**config.mk**
```make
export PLATFORM = sky130hd
export DESIGN_NAME = fetch_queue
export DESIGN_NICKNAME = d
export VERILOG_FILES = /design/src/rtl/fetch_queue_pkg.sv /design/src/rtl/fetch_fifo.sv /design/src/rtl/fetch_queue.sv
export SDC_FILE = /design/constraint.sdc
export NUM_CORES = 1
export LEC_CHECK = 0
export ABC_CLOCK_PERIOD_IN_PS = 21100
export CORE_ASPECT_RATIO = 0.7
export CORE_MARGIN = 1
export CORE_UTILIZATION = 27
export DETAILED_ROUTE_END_ITERATION = 10
export HOLD_SLACK_MARGIN = 0.15
export SETUP_SLACK_MARGIN = 0.3
export SYNTH_ARGS = -nofsm -noshare
export SYNTH_HDL_FRONTEND = slang
export SYNTH_SLANG_ARGS = --single-unit
```
**constraint.sdc**
```tcl
create_clock -name aclk -period 21.1 [get_ports aclk]
set_clock_uncertainty 0.1 [all_clocks]
set_input_delay 4.22 -clock aclk [delete_from_list [all_inputs] [get_ports aclk]]
set_output_delay 4.22 -clock aclk [all_outputs]
set_load 0.005 [all_outputs]
```
**src/rtl/fetch_queue_pkg.sv**
```systemverilog
// Shared types and constants for the fetch path: AXI4 protection encoding
// and the core-wide word / decode-packet types plus fetch defaults.

package axi4;
   // Instruction fetch, secure, unprivileged.
   localparam logic [2:0] AXI4 = 3'b100;
endpackage

package core;
   typedef logic [31:0] word_t;

   typedef struct packed {
      word_t pc;
      word_t ir;
   } id_t;

   localparam word_t CODE_BASE         = 32'h0000_1000;
   localparam int    FETCH_DEPTH       = 4;
   localparam int    FETCH_OUTSTANDING = 2;
endpackage

```
**src/rtl/fetch_fifo.sv**
```systemverilog
// Prefetch queue: synchronous FIFO of {pc, ir} packets with flush.
// DEPTH must be a power of two so the pointers wrap naturally.

module fetch_fifo
   import core::*;
#(
   parameter int DEPTH = FETCH_DEPTH
) (
   input  logic                       aclk,
   input  logic                       areset,
   input  logic                       push,
   input  id_t                        din,
   input  logic                       pop,
   input  logic                       flush,
   output id_t                        dout,
   output logic [$clog2(DEPTH+1)-1:0] count,
   output logic                       empty,
   output logic                       full
);

   localparam int AW = $clog2(DEPTH);
   localparam int CW = $clog2(DEPTH+1);

   id_t           mem [DEPTH];
   logic [AW-1:0] wr_ptr;
   logic [AW-1:0] rd_ptr;
   logic          wr_en;
   logic          rd_en;

   assign wr_en = push & ~full;
   assign rd_en = pop & ~empty;
   assign empty = (count == '0);
   assign full  = (count == CW'(DEPTH));
   assign dout  = mem[rd_ptr];

   // Storage array; contents need no reset since count gates visibility.
   always_ff @(posedge aclk) begin
      if (wr_en) mem[wr_ptr] <= din;
   end

   // Pointers and occupancy; flush empties the queue in one cycle.
   always_ff @(posedge aclk) begin
      if (areset || flush) begin
         wr_ptr <= '0;
         rd_ptr <= '0;
         count  <= '0;
      end else begin
         wr_ptr <= wr_ptr + AW'(wr_en);
         rd_ptr <= rd_ptr + AW'(rd_en);
         count  <= count + CW'(wr_en) - CW'(rd_en);
      end
   end

endmodule

```
**src/rtl/fetch_queue.sv**
```systemverilog
// Instruction fetch with prefetch queue and multiple outstanding AXI reads.
// Issues sequential reads ahead of decode, flushes on trap/branch and drops
// responses that belong to the abandoned path.
// Optional macro FETCH_QUEUE_BYPASS_EN: forward an R beat straight to the
// sink when the queue is empty, skipping the one-cycle queue latency.

module fetch_queue
   import core::*, axi4::*;
#(
   parameter int DEPTH           = FETCH_DEPTH,
   parameter int MAX_OUTSTANDING = FETCH_OUTSTANDING
) (
   input  logic       aclk,
   input  logic       areset,
   input  logic       trap,
   input  word_t      handler,
   input  logic       branch,
   input  word_t      target,
   input  logic       bubble,
   output word_t      araddr,
   output logic       arvalid,
   input  logic       arready,
   output logic [2:0] arprot,
   input  word_t      rdata,
   input  logic       rvalid,
   output logic       rready,
   output id_t        tdata,
   output logic       tvalid,
   input  logic       tready
);

   localparam int CW = $clog2(DEPTH+1);
   localparam int OW = $clog2(MAX_OUTSTANDING+1);

   logic [OW-1:0] outstanding;
   logic [OW-1:0] outstanding_nx;
   logic [OW-1:0] discard;
   logic [OW-1:0] discard_nx;
   logic [CW-1:0] count;
   logic [CW:0]   occupancy;
   logic          empty;
   logic          full;
   logic          ar_hold;
   logic          redirect_pending;
   word_t         redirect_addr;
   word_t         rsp_pc;
   word_t         new_pc;
   id_t           head;
   logic          redirect;
   logic          ar_hs;
   logic          r_hs;
   logic          drop;
   logic          accept;
   logic          credit;
   logic          push;
   logic          pop;

   assign rready   = 1'b1;
   assign arprot   = AXI4;
   assign redirect = trap | branch;
   assign new_pc   = trap ? handler : target;
   assign ar_hs    = arvalid & arready;
   assign r_hs     = rvalid & rready;
   assign drop     = r_hs & (discard != '0);
   assign accept   = r_hs & ~drop & ~redirect;

   // Credit counts both queued entries and in-flight requests so that every
   // response always finds a free slot.
   assign occupancy = {1'b0, count} + (CW+1)'(outstanding);
   assign credit    = occupancy < (CW+1)'(DEPTH);

   // ar_hold keeps a started request asserted regardless of bubble/credit.
   assign arvalid = ~areset &
                    (ar_hold | (~bubble & (outstanding < OW'(MAX_OUTSTANDING)) & credit));

   assign outstanding_nx = outstanding + OW'(ar_hs) - OW'(r_hs);

`ifdef FETCH_QUEUE_BYPASS_EN
   logic bypass;
   assign bypass = empty & accept;
   assign tvalid = (~empty | bypass) & ~redirect;
   assign tdata  = empty ? {rsp_pc, rdata} : head;
   assign push   = accept & ~(bypass & tready) & ~full;
`else
   assign tvalid = ~empty & ~redirect;
   assign tdata  = head;
   assign push   = accept & ~full;
`endif

   assign pop = tvalid & tready & ~empty;

   // A redirect makes every request still in flight stale; a request that
   // carried the old address when a deferred redirect is applied is stale too.
   always_comb begin
      discard_nx = discard;
      if (redirect) discard_nx = outstanding_nx;
      else          discard_nx = discard - OW'(drop) + OW'(ar_hs & redirect_pending);
   end

   // Request address, deferred redirect and response bookkeeping.
   always_ff @(posedge aclk) begin
      if (areset) begin
         araddr           <= CODE_BASE;
         ar_hold          <= 1'b0;
         redirect_pending <= 1'b0;
         redirect_addr    <= CODE_BASE;
         outstanding      <= '0;
         discard          <= '0;
         rsp_pc           <= CODE_BASE;
      end else begin
         ar_hold     <= arvalid & ~arready;
         outstanding <= outstanding_nx;
         discard     <= discard_nx;

         if (redirect)    rsp_pc <= new_pc;
         else if (accept) rsp_pc <= rsp_pc + 32'd4;

         if (redirect) begin
            if (!arvalid || arready) begin
               araddr           <= new_pc;
               redirect_pending <= 1'b0;
            end else begin
               redirect_addr    <= new_pc;
               redirect_pending <= 1'b1;
            end
         end else if (ar_hs) begin
            if (redirect_pending) begin
               araddr           <= redirect_addr;
               redirect_pending <= 1'b0;
            end else begin
               araddr <= araddr + 32'd4;
            end
         end
      end
   end

   fetch_fifo #(
      .DEPTH (DEPTH)
   ) u_fifo (
      .aclk   (aclk),
      .areset (areset),
      .push   (push),
      .din    ({rsp_pc, rdata}),
      .pop    (pop),
      .flush  (redirect),
      .dout   (head),
      .count  (count),
      .empty  (empty),
      .full   (full)
   );

endmodule
```
==> flow_summary.json <==
{
  "max-vdd-ir-drop_uv": 46.12,
  "period_share": 0.5166,
  "max_freq_mhz": 91.75,
  "syn_inst": 1104,
  "dr.pass1.iters": 5,
  "syn2layout_area_growth_pct": 26.65,
  "wl_per_cell_um": 20.25,
  "drc": 0,
  "crit_required_ps": 16780,
  "path_clk_slew_ps": 60,
  "final_common_cell": "edfxtp_1",
  "multi_input_area_um2": 5218,
  "cts.path.max_buffers": 3,
  "clkLatencyLatePin_ps": 560,
  "layout-drive-gt1-share": 0.1322,
  "finalSetupViolCount": 0,
  "grt_util_all_layers": 0.1429,
  "reg2reg_from": "araddr[2]$_SDFFE_PP0P_",
  "rsz0062_at_grt": "no",
  "antenna_found_initial": 2,
  "seqCellArea_um2": 9877,
  "die_area_um2": 58030,
  "syn_avg_cell_area_um2": 13.95,
  "switchingPower_w": 0.0003863,
  "grt_pass1_wl_um": 62770,
  "finalHoldViolations": 0,
  "yosysTopAreaCell": "edfxtp_1",
  "clockPowerShare": 0.416,
  "synthArstFlopShare": 0,
  "stdcell_area_um2": 19510,
  "status": "finished clean",
  "fin_crit_ps": 10900,
  "fillers": 5296,
  "yosys_register_bits": 365,
  "rows": 72,
  "ioPinCount": 206,
  "p_leak_nw": 6.269,
  "relSlewSlack": 0.2484,
  "vias": 10160,
  "via_per_inst": 4.921,
  "hold_end": "redirect_addr[12]$_SDFFE_PP1P_",
  "tritoncts": "built",
  "yosysWarnings": 0,
  "grt_pass1_vias": 10140,
  "hpwlAfterDp_um": 27240,
  "worst-setup-path-type": "input port to output pin",
  "arrival_ps": 6580,
  "clock-sinks": 365,
  "gp_congestion": 0.9066,
  "core_um2": 55760,
  "wirelength_um": 41820,
  "postRouteAntennaNets": 0,
  "cts_hold_buf": 0,
  "ys_seq_area_frac": 0.6407,
  "ys_top_cells_by_area": "edfxtp_1 50%, dfxtp_1 14%, mux4_2 9.4%, nor2_1 2.2%, mux2i_1 2.1%",
  "worst_pin_slew_ps": 1119,
  "hold_class": "flip-flop to flip-flop",
  "synth-edff-count": 256,
  "reg2reg_to": "araddr[16]$_SDFFE_PP0P_",
  "fin_nets": 1411,
  "cts_resized": 0,
  "cp-end-kind": "output pin",
  "die_h_um": 201.8,
  "pwr-share-seq": 0.495,
  "drv_slew": 0,
  "overflow": 0,
  "crit_fanout": 54,
  "cts_max_level": 2,
  "placed_area_um2": 18210,
  "hold_start": "redirect_addr[12]$_SDFFE_PP1P_",
  "ff2ff_setup_slack_ps": 18170,
  "swShare": 0.2334,
  "die_width_um": 287.5,
  "yosysTopAreaCellShare": 0.4990,
  "start_kind": "input port",
  "cts-root-buf": "clkbuf_16",
  "powerDensity_nw_per_um2": 84.82,
  "netlist_area_um2": 15400,
  "portBuffers": 201,
  "synth-main-ff-cell": "edfxtp_1",
  "whs_path_depth": 2,
  "mostFrequentLayoutCells": "256 x edfxtp_1, 199 x clkdlybuf4s50_1, 107 x dfxtp_1",
  "synthDistinctLibCells": 74,
  "cts_made_buffers": 39,
  "grt_max_degree": 66,
  "post_cts_buffers": 0,
  "worstRegToRegCells": 7,
  "drt_iter0_markers": 777,
  "cap_violations": 0,
  "p_int_w": 0.001269,
  "start_util": 0.2763,
  "setup_tns_ps": 0,
  "p_comb_frac": 0.089
}
==> synthesized netlist by cell type (all sizes together) (11+ instances only) <==
library cell and number:
edfxtp 256, dfxtp 109, nor2 93, nand2 71, mux4 64, a21oi 49, o21ai 47, clkbuf 41
a211oi 39, mux2i 32, buf 29, xnor2 28, nand3 25, nor3 22, inv 17, xor2 16
nand4 15, and3 14, ha 11
==> layout make-up <==
cell class | instances | area share
Tap cell | 740 | 0.04746
Multi-Input combinational cell | 654 | 0.2674
Clock buffer | 54 | 0.05868
Timing Repair Buffer | 218 | 0.1092
Sequential cell | 365 | 0.5063
Clock inverter | 16 | 0.007632
Inverter | 17 | 0.003271
Antenna cell | 1 | 0.0001283
==> state kept, by name (all words and copies together) (netlist names) <==
signal,count
u_fifo.mem,256
araddr,32
redirect_addr,32
rsp_pc,32
u_fifo.count,3
discard,2
outstanding,2
u_fifo.rd_ptr,2
u_fifo.wr_ptr,2
ar_hold,1
redirect_pending,1
==> worst max path at each step <==
stage	startpoint	endpoint	slack, ps	cells after the start
finish	trap	tvalid	10200	7
global route	branch	tvalid	9990	6
CTS	trap	tvalid	10210	7
detailed placement	trap	tvalid	10220	7
global placement	trap	tvalid	10270	7
floorplan	trap	u_fifo.mem[0][0]$_DFFE_PP_	10490	5
==> metrics by stage <==
stage | util | std cells | total power (W) | setup slack [ps] | hold WS (ps)
after global routing | 0.3498 | 2064 | 0.001715 | 9992 | 422.8
after detailed placement | 0.3266 | 1994 | 0.0009807 | 10220 | 382.0
after floorplan | - | 1106 | 0.0008996 | 10490 | 354.6
after CTS | 0.3498 | 2064 | 0.001675 | 10210 | 390.9
final | 0.3499 | 2065 | 0.001655 | 10200 | 387.5
after global placement | 0.3266 | 1994 | 0.0009770 | 10270 | 374.6
==> kinds of logic after synthesis <==
group / synth area share
DFF: 0.6407
and+or+nand+nor: 0.08642
AOI/OAI and AO/OA: 0.09763
muxes: 0.1158
buffers and inverters: 0.02372
xor gates and xnor gates: 0.02502
adders and majority gates: 0.01023
other: 0.0004875
==> metal layers <==
metal  routed length, um  GRT usage  vias to the layer above
met1               18920     0.1987                     5045
met3                2650    0.02980                       85
met5                  10          0                        -
li1                    -          -                     4681
met2               18890     0.2161                      349
met4                1348    0.05775                        2
==> power groups by stage <==
stage / Combinational (W) / Sequential (W) / Clock (W)
6_report: 0.000148 / 0.000818 / 0.000689
5_1_grt: 0.000160 / 0.000822 / 0.000734
4_1_cts: 0.000148 / 0.000818 / 0.000708
3_5_place_dp: 0.000147 / 0.000834 / 0
3_3_place_gp: 0.000145 / 0.000832 / 0
2_1_floorplan: 0.0000743 / 0.000825 / 0
==> worst max-delay path: stages <==
cell and delay (ps):
buf_2 70, buf_4 590, inv_1 570, nand2_1 180, buf_4 310, a31oi_1 110
clkdlybuf4s50_1 480
Note: power is estimated with default switching activity, not from simulation.
